==> config.mk <==
export PLATFORM = sky130hd
export DESIGN_NAME = r3_bf_last
export DESIGN_NICKNAME = d
export VERILOG_FILES = /design/src/rtl/r3_bf_last_pkg.sv /design/src/rtl/r3_bf_last_butterfly.sv /design/src/rtl/r3_bf_last.sv
export SDC_FILE = /design/constraint.sdc
export NUM_CORES = 2
export LEC_CHECK = 0
export BUFFER_PORTS_ARGS = -buffer_cell sky130_fd_sc_hd__buf_2
export CORE_UTILIZATION = 62
export CTS_CLUSTER_SIZE = 16
export DETAILED_ROUTE_END_ITERATION = 8
export GPL_TIMING_DRIVEN = 0
export PLACE_DENSITY_LB_ADDON = 0.05
export REMOVE_ABC_BUFFERS = 1
export SYNTH_ARGS = -nofsm -noshare
export SYNTH_HDL_FRONTEND = slang
export SYNTH_SLANG_ARGS = --single-unit
==> constraint.sdc <==
create_clock -name clk -period 14.8 [get_ports clk]
set_clock_uncertainty 0.2 [all_clocks]
set_input_delay 0.74 -clock clk [delete_from_list [all_inputs] [get_ports clk]]
set_output_delay 0.74 -clock clk [all_outputs]
set_load 0.02 [all_outputs]
==> src/rtl/r3_bf_last_pkg.sv <==
// Shared constants for the 81-point radix-3 FFT datapath.
package r3_bf_last_pkg;

    localparam int unsigned NFFT      = 81;
    localparam int unsigned K         = 28378;
    localparam int unsigned K_FRAC    = 15;
    localparam int unsigned K_WIDTH   = K_FRAC + 1;
    localparam int unsigned WIDTH_DEF = 18;
    localparam int unsigned FCNT_W    = $clog2(NFFT);

    typedef enum logic [1:0] {
        PH_A = 2'd0,
        PH_B = 2'd1,
        PH_C = 2'd2
    } phase_t;

endpackage

==> src/rtl/r3_bf_last_butterfly.sv <==
// Combinational stride-1 radix-3 DIF butterfly, no twiddles, rounded sqrt(3)/2 scaling.
module r3_butterfly
    import r3_bf_last_pkg::*;
#(
    parameter int unsigned WIDTH  = WIDTH_DEF,
    parameter int unsigned OWIDTH = WIDTH + 2
) (
    input  logic signed [WIDTH-1:0]  a_re,
    input  logic signed [WIDTH-1:0]  a_im,
    input  logic signed [WIDTH-1:0]  b_re,
    input  logic signed [WIDTH-1:0]  b_im,
    input  logic signed [WIDTH-1:0]  c_re,
    input  logic signed [WIDTH-1:0]  c_im,
    output logic signed [OWIDTH-1:0] x0_re,
    output logic signed [OWIDTH-1:0] x0_im,
    output logic signed [OWIDTH-1:0] x1_re,
    output logic signed [OWIDTH-1:0] x1_im,
    output logic signed [OWIDTH-1:0] x2_re,
    output logic signed [OWIDTH-1:0] x2_im
);

    localparam int unsigned SW = WIDTH + 1;
    localparam int unsigned PW = SW + K_WIDTH;
    localparam logic signed [PW-1:0] K_P   = PW'(K);
    localparam logic signed [PW-1:0] ROUND = PW'(1 << (K_FRAC - 1));

    logic signed [SW-1:0]     s_re, s_im, d_re, d_im, hs_re, hs_im;
    logic signed [PW-1:0]     p_re, p_im, r_re, r_im;
    logic signed [OWIDTH-1:0] kr_re, kr_im, m_re, m_im;

    always_comb begin
        s_re  = SW'(b_re) + SW'(c_re);
        s_im  = SW'(b_im) + SW'(c_im);
        d_re  = SW'(b_re) - SW'(c_re);
        d_im  = SW'(b_im) - SW'(c_im);
        hs_re = s_re >>> 1;
        hs_im = s_im >>> 1;
        // Round-half-up of K*d back to integer scale
        p_re  = PW'(d_re) * K_P;
        p_im  = PW'(d_im) * K_P;
        r_re  = (p_re + ROUND) >>> K_FRAC;
        r_im  = (p_im + ROUND) >>> K_FRAC;
        kr_re = OWIDTH'(r_re);
        kr_im = OWIDTH'(r_im);
        m_re  = OWIDTH'(a_re) - OWIDTH'(hs_re);
        m_im  = OWIDTH'(a_im) - OWIDTH'(hs_im);
        x0_re = OWIDTH'(a_re) + OWIDTH'(s_re);
        x0_im = OWIDTH'(a_im) + OWIDTH'(s_im);
        x1_re = m_re + kr_im;
        x1_im = m_im - kr_re;
        x2_re = m_re - kr_im;
        x2_im = m_im + kr_re;
    end

endmodule

==> src/rtl/r3_bf_last.sv <==
// Final radix-3 stage of the 81-point FFT: triplet capture, butterfly and
// three-cycle output serialisation with frame-last marking.
module r3_bf_last
    import r3_bf_last_pkg::*;
#(
    parameter int unsigned WIDTH  = WIDTH_DEF,
    parameter int unsigned OWIDTH = WIDTH + 2
) (
    input  logic                     clk,
    input  logic                     rst,
    input  logic signed [WIDTH-1:0]  di_re,
    input  logic signed [WIDTH-1:0]  di_im,
    input  logic                     di_en,
    output logic signed [OWIDTH-1:0] do_re,
    output logic signed [OWIDTH-1:0] do_im,
    output logic                     do_en,
    output logic                     do_last
);

    localparam logic [FCNT_W-1:0] FCNT_LAST = FCNT_W'(NFFT - 1);

    phase_t                   phase;
    logic signed [WIDTH-1:0]  a_re, a_im, b_re, b_im;
    logic signed [OWIDTH-1:0] x0_re, x0_im, x1_re, x1_im, x2_re, x2_im;
    logic signed [OWIDTH-1:0] p0_re, p0_im, p1_re, p1_im;
    logic [1:0]               pend;
    logic [FCNT_W-1:0]        fcnt;
    logic                     take_c;
    logic                     emit;
    logic signed [OWIDTH-1:0] nxt_re, nxt_im;

    r3_butterfly #(
        .WIDTH (WIDTH),
        .OWIDTH(OWIDTH)
    ) u_bf (
        .a_re (a_re),
        .a_im (a_im),
        .b_re (b_re),
        .b_im (b_im),
        .c_re (di_re),
        .c_im (di_im),
        .x0_re(x0_re),
        .x0_im(x0_im),
        .x1_re(x1_re),
        .x1_im(x1_im),
        .x2_re(x2_re),
        .x2_im(x2_im)
    );

    // Fresh X0 wins; otherwise drain the pending X1/X2 pair
    always_comb begin
        take_c = di_en && (phase == PH_C);
        emit   = 1'b0;
        nxt_re = '0;
        nxt_im = '0;
        if (take_c) begin
            emit   = 1'b1;
            nxt_re = x0_re;
            nxt_im = x0_im;
        end else if (pend != 2'd0) begin
            emit   = 1'b1;
            nxt_re = p0_re;
            nxt_im = p0_im;
        end
    end

    always_ff @(posedge clk) begin
        if (rst) begin
            phase   <= PH_A;
            a_re    <= '0;
            a_im    <= '0;
            b_re    <= '0;
            b_im    <= '0;
            p0_re   <= '0;
            p0_im   <= '0;
            p1_re   <= '0;
            p1_im   <= '0;
            pend    <= 2'd0;
            fcnt    <= '0;
            do_re   <= '0;
            do_im   <= '0;
            do_en   <= 1'b0;
            do_last <= 1'b0;
        end else begin
            if (di_en) begin
                case (phase)
                    PH_A: begin
                        a_re  <= di_re;
                        a_im  <= di_im;
                        phase <= PH_B;
                    end
                    PH_B: begin
                        b_re  <= di_re;
                        b_im  <= di_im;
                        phase <= PH_C;
                    end
                    default: phase <= PH_A;
                endcase
            end

            if (take_c) begin
                p0_re <= x1_re;
                p0_im <= x1_im;
                p1_re <= x2_re;
                p1_im <= x2_im;
                pend  <= 2'd2;
            end else if (pend != 2'd0) begin
                p0_re <= p1_re;
                p0_im <= p1_im;
                p1_re <= '0;
                p1_im <= '0;
                pend  <= pend - 2'd1;
            end

            do_en   <= emit;
            do_re   <= nxt_re;
            do_im   <= nxt_im;
            do_last <= emit && (fcnt == FCNT_LAST);
            if (emit) begin
                fcnt <= (fcnt == FCNT_LAST) ? '0 : fcnt + FCNT_W'(1);
            end
        end
    end

endmodule

Word level (Yosys, flattened, before mapping)
Cells that the tools add are included.
W data, S select, Z words.
{ "totals": {"register_bits": 205, "output_inout_bits": 42, "elab_cells": 62} }
{ "classes": {"add_sub_neg": 16, "multipliers": 2, "n_eq_ne": 3, "n_mux": 17, "reduce_logical": 8} }
{ "ops": {"columns": ["cell", "n"], "rows": [
  ["$mux W20", 11],
  ["$sub A18 B18 Y19", 4],
  ["$add A35 B16 Y35 const B", 2],
  ["$mul A19 B15 Y34 const B", 2],
  ["$add A18 B19 Y20", 2],
  ["$add A19 B20 Y20", 2],
  ["$sub A19 B20 Y20", 2],
  ["$add A18 B18 Y19", 2],
  ["$add A7 B1 Y7 const B", 1],
  ["$eq A7 B7 Y1 const B", 1],
  ["$mux W7", 1],
  ["$mux W2", 2],
  ["$pmux W2 S2", 1],
  ["$reduce_and A2 Y1", 2],
  ["$reduce_bool A2 Y1", 2],
  ["$eq A2 B1 Y1 const B", 1],
  ["$eq A2 B2 Y1 const B", 1],
  ["$logic_and A1 B1 Y1", 2],
  ["$logic_not A2 Y1", 1],
  ["$mux W1", 2],
  ["$reduce_or A2 Y1", 1],
  ["$sub A2 B1 Y2 const B", 1]
]} }

Longest topological paths before layout
{ "logic_depth": {"depth_word": 5, "mapped_depth": 52} }

By module
Synthesis repeated with hierarchy kept, for this count alone.
{ "hier_totals": {"hier_cells": 3771, "area_unflattened_um2": 30401.7} }
{ "by_module_without_submodules": {"columns": ["module", "n_inst", "cells_each", "area_each_um2"], "rows": [
  ["r3_butterfly", 1, 2814, 22890.7],
  ["r3_bf_last", 1, 957, 7511.0]
]} }

Worst setup path before layout
Ideal clock, no wire load.
{ "synth_timing": {"path_type": "in2reg", "from": "in di_re[1]", "to": "reg p0_im[19]", "setup_time_ns": 0.115, "arrival_time_ns": 11.012, "required_ns": 14.485, "setup_slack_ns": 3.473, "cell_stages": 49, "path_buffers": 2, "path_cell_list": "inv_1 > ha_1 > nor2b_1 > o21ai_0 > a21boi_0 > o21ai_0 > a21oi_1 > o21ai_0 > a21boi_0 > o21ai_0 > a21oi_1 > o21ai_0 > a31oi_1 > mux2i_1 > or2_2 > ha_1 > inv_1 > fa_1 > (+13 left out) > a2111oi_4 > and4_2 > o31ai_1 > o21ai_0 > a21oi_1 > xnor2_1 > ha_1 > clkbuf_1 > nor2_1 > nand2_1 > a2111oi_0 > nor2_1 > a211o_1 > o31ai_1 > nand2_1 > nor4_1 > a21oi_1 > and3_1"} }
{ "synth_via": {"elab_chain_cells": 5} }
{ "synth_lines": {"columns": ["element", "line", "text"], "rows": [
  ["start: declaration", "r3_bf_last.sv:11", "input logic signed [WIDTH-1:0] di_re,"],
  ["$sub A18 B18 Y19", "r3_bf_last_butterfly.sv:34", "d_re = SW'(b_re) - SW'(c_re);"],
  ["$mul A19 B15 Y34", "r3_bf_last_butterfly.sv:39", "p_re = PW'(d_re) * K_P;"],
  ["$add A35 B16 Y35", "r3_bf_last_butterfly.sv:41", "r_re = (p_re + ROUND) >>> K_FRAC;"],
  ["$sub A19 B20 Y20", "r3_bf_last_butterfly.sv:50", "x1_im = m_im - kr_re;"],
  ["$mux W20", "r3_bf_last.sv:101", "if (take_c) begin"],
  ["end signal: assignment", "r3_bf_last.sv:103", "p0_im <= x1_im;"],
  ["end signal: assignment", "r3_bf_last.sv:109", "p0_im <= p1_im;"],
  ["end: declaration", "r3_bf_last.sv:25", "logic signed [OWIDTH-1:0] p0_re, p0_im, p1_re, p1_im;"]
]} }
Every way passes these cells.
A chain may end at the register's enable or synchronous reset.

Worst setup path after layout
Ends and elaborated chain as after synthesis.

==> impl_metrics.env <==
export IMPL_dieArea_um2=49800
export IMPL_synth_area_leaders="fa_1 (19%), ha_1 (18%), dfxtp_1 (14%)"
export IMPL_die_w_um=223
export IMPL_holdBufCountCts=0
export IMPL_initial_core_util=0.632
export IMPL_ys_seq_elements=205
export IMPL_netlist_area_um2=30300
export IMPL_numPortBuffers=80
export IMPL_rsz0062_at_grt="false"
export IMPL_fin_ws_ns=1.76
export IMPL_status="complete, no violations"
export IMPL_drv_slew=0
export IMPL_grt_pass1_vias=24600
export IMPL_core_area_um2=47900
export IMPL_synth_edf_count=0
export IMPL_grt_usage=0.295
export IMPL_routedWlPerCell_um=16.5
export IMPL_pre_cts_ws_ns=1.39
export IMPL_synth_seq_area_share=0.135
export IMPL_final_nets=4514
export IMPL_final_setup_tns_ns=0
export IMPL_finalHoldViolations=0
export IMPL_setup_worst_path_class="input pin to flop"
export IMPL_grt_overflow_total=0
export IMPL_cts_resized=0
export IMPL_hold_class="flop to flop"
export IMPL_post_route_period_util=0.881
export IMPL_layout_drive_gt1_share=0.0468
export IMPL_cts_buffers=25
export IMPL_antenna_left=0
export IMPL_ys_warn_count=0
export IMPL_via_per_inst=5.61
export IMPL_die_height_um=223
export IMPL_yosysTopAreaCell="fa_1"
export IMPL_firstDrtPassIters=5
export IMPL_period_needed_ns=13.04
export IMPL_clk_pin_slew_worst_paths_ns=0.06
export IMPL_postCtsSetupRepairBufs=0
export IMPL_synth_avg_cell_area_um2=8.11
export IMPL_startpoint_type="input pin"
export IMPL_cts_root_buffer="clkbuf_16"
export IMPL_drt_initial_drc_count=1242
export IMPL_synth_commonest_cells="inv_1 (714), ha_1 (443), nand2_1 (382), a21oi_1 (308), fa_1 (292)"
export IMPL_synthArstFlopShare=0
export IMPL_rows=80
export IMPL_synthCells=3739
export IMPL_worst_endpoint_arrival_ns=13.29
export IMPL_clock_sinks=205
export IMPL_wl_um=72300
export IMPL_antenna_found_initial=8
export IMPL_dp_hpwl_um=60400
export IMPL_htreeDepth=1
export IMPL_area_growth_pct=5.79
export IMPL_clkLatencyLatePin_ns=0.56
export IMPL_grt_pass1_wl_um=120000
export IMPL_slowest_delay_ns=0.73
export IMPL_critPathCaptureType="flop"
export IMPL_slew_headroom=0.119
export IMPL_worst_slew_pin_transition_ns=1.32
export IMPL_max_freq_mhz=76.7
export IMPL_cts_path_max_buffers=3
export IMPL_critPathRequiredTime_ns=15.05
export IMPL_cpMaxStageDelayCell="a2111oi_0"
export IMPL_ys_flop_type="dfxtp_1"
export IMPL_routabilityCongestion=0.949
export IMPL_cts_tree="done"
export IMPL_synth_top_area_share=0.193
export IMPL_vias=24500
export IMPL_synth_most_common_cell="inv_1"
export IMPL_cap_violations=0
export IMPL_io_pins=81
export IMPL_worst_path_max_fanout=6
export IMPL_grt_max_degree=90
export IMPL_yosys_cell_types_count=85
export IMPL_drc=0
export IMPL_final_setup_viol_count=0
export IMPL_n_fill_cell=4119
-- stage by stage --
stage / util / area (um2) / hold WS, ns / instances
after floorplan: - / 29900 / 0.226 / 3624
after CTS: 0.669 / 32100 / 0.240 / 4373
after global placement: 0.647 / 31000 / 0.241 / 4319
after global routing: 0.669 / 32100 / 0.262 / 4375
final: 0.669 / 32100 / 0.255 / 4375
after detailed placement: 0.652 / 31300 / 0.246 / 4328
-- cell type report --
class	count	area, um2	area share
flip-flops and latches	205	4100	0.128
inverters	714	2680	0.0836
clock inverters	14	111	0.00347
repair buffers	89	592	0.0185
diodes	2	5.00	0.000156
multi-input cells	2705	23100	0.721
clock buffers	31	678	0.0212
well taps	615	769	0.0240
-- final timing paths --
path	start	cells after the start	slack (ns)	to
max reg2reg	b_re[1]	47	1.79	p0_im[19]
max	di_re[1]	49	1.76	p0_im[19]
min	p0_im[4]	2	0.25	do_im[4]
min reg2reg	p0_im[4]	2	0.25	do_im[4]
-- flip-flops by register name (all words and copies together) (netlist names) --
| register | cells |
|---|---|
| phase | 2 |
| p1_re | 20 |
| do_en | 1 |
| p0_im | 20 |
| do_re | 20 |
| do_last | 1 |
| a_im | 18 |
| p1_im | 20 |
| b_re | 18 |
| pend | 2 |
| b_im | 18 |
| fcnt | 7 |
| p0_re | 20 |
| a_re | 18 |
| do_im | 20 |
-- per-layer routing --
metal,wire (um),GRT usage,vias up
met5,59,0,-
met4,1570,0.0741,10
met3,2940,0.0315,102
met2,35600,0.523,441
met1,32100,0.382,11800
li1,-,-,12200
-- logic make-up after synthesis --
group	count (synthesis)	synth area share
compound gates	743	0.158
flops	205	0.135
fa+ha+maj	735	0.376
simple gates	941	0.145
buf+inv	829	0.103
mux	3	0.00103
xor+xnor	283	0.0822
-- layout by cell type, fill, tap and decap left out, types with 16 or more instances in the layout --
cell,instances
nor3_1,51
nor2b_1,41
nand2b_1,34
nand3_1,82
nor2_1,187
a31oi_1,17
a211oi_1,20
fa_1,292
a311oi_1,24
ha_1,443
xnor2_1,186
clkbuf_16,25
o21ai_0,105
buf_2,79
a21oi_1,308
and2_1,27
o21a_1,31
o21bai_1,38
nand2_1,382
xor2_1,96
inv_1,714
a21o_1,57
and3_1,26
or3_1,27
dfxtp_1,205
o31ai_1,16
-- critical path: cells and delay by family --
family	cells	cell delay, ns
XOR/XNOR	3	1.07
adder cells (fa/ha/maj)	9	3.79
AND/OR/NAND/NOR	7	1.27
multiplexers	1	0.36
buffers and inverters	7	0.68
AO/OA/AOI/OAI	22	5.38
Power is left out: the tool's default activity adds up to more than one toggle a clock period on the data nets, which glitch-free logic cannot reach.
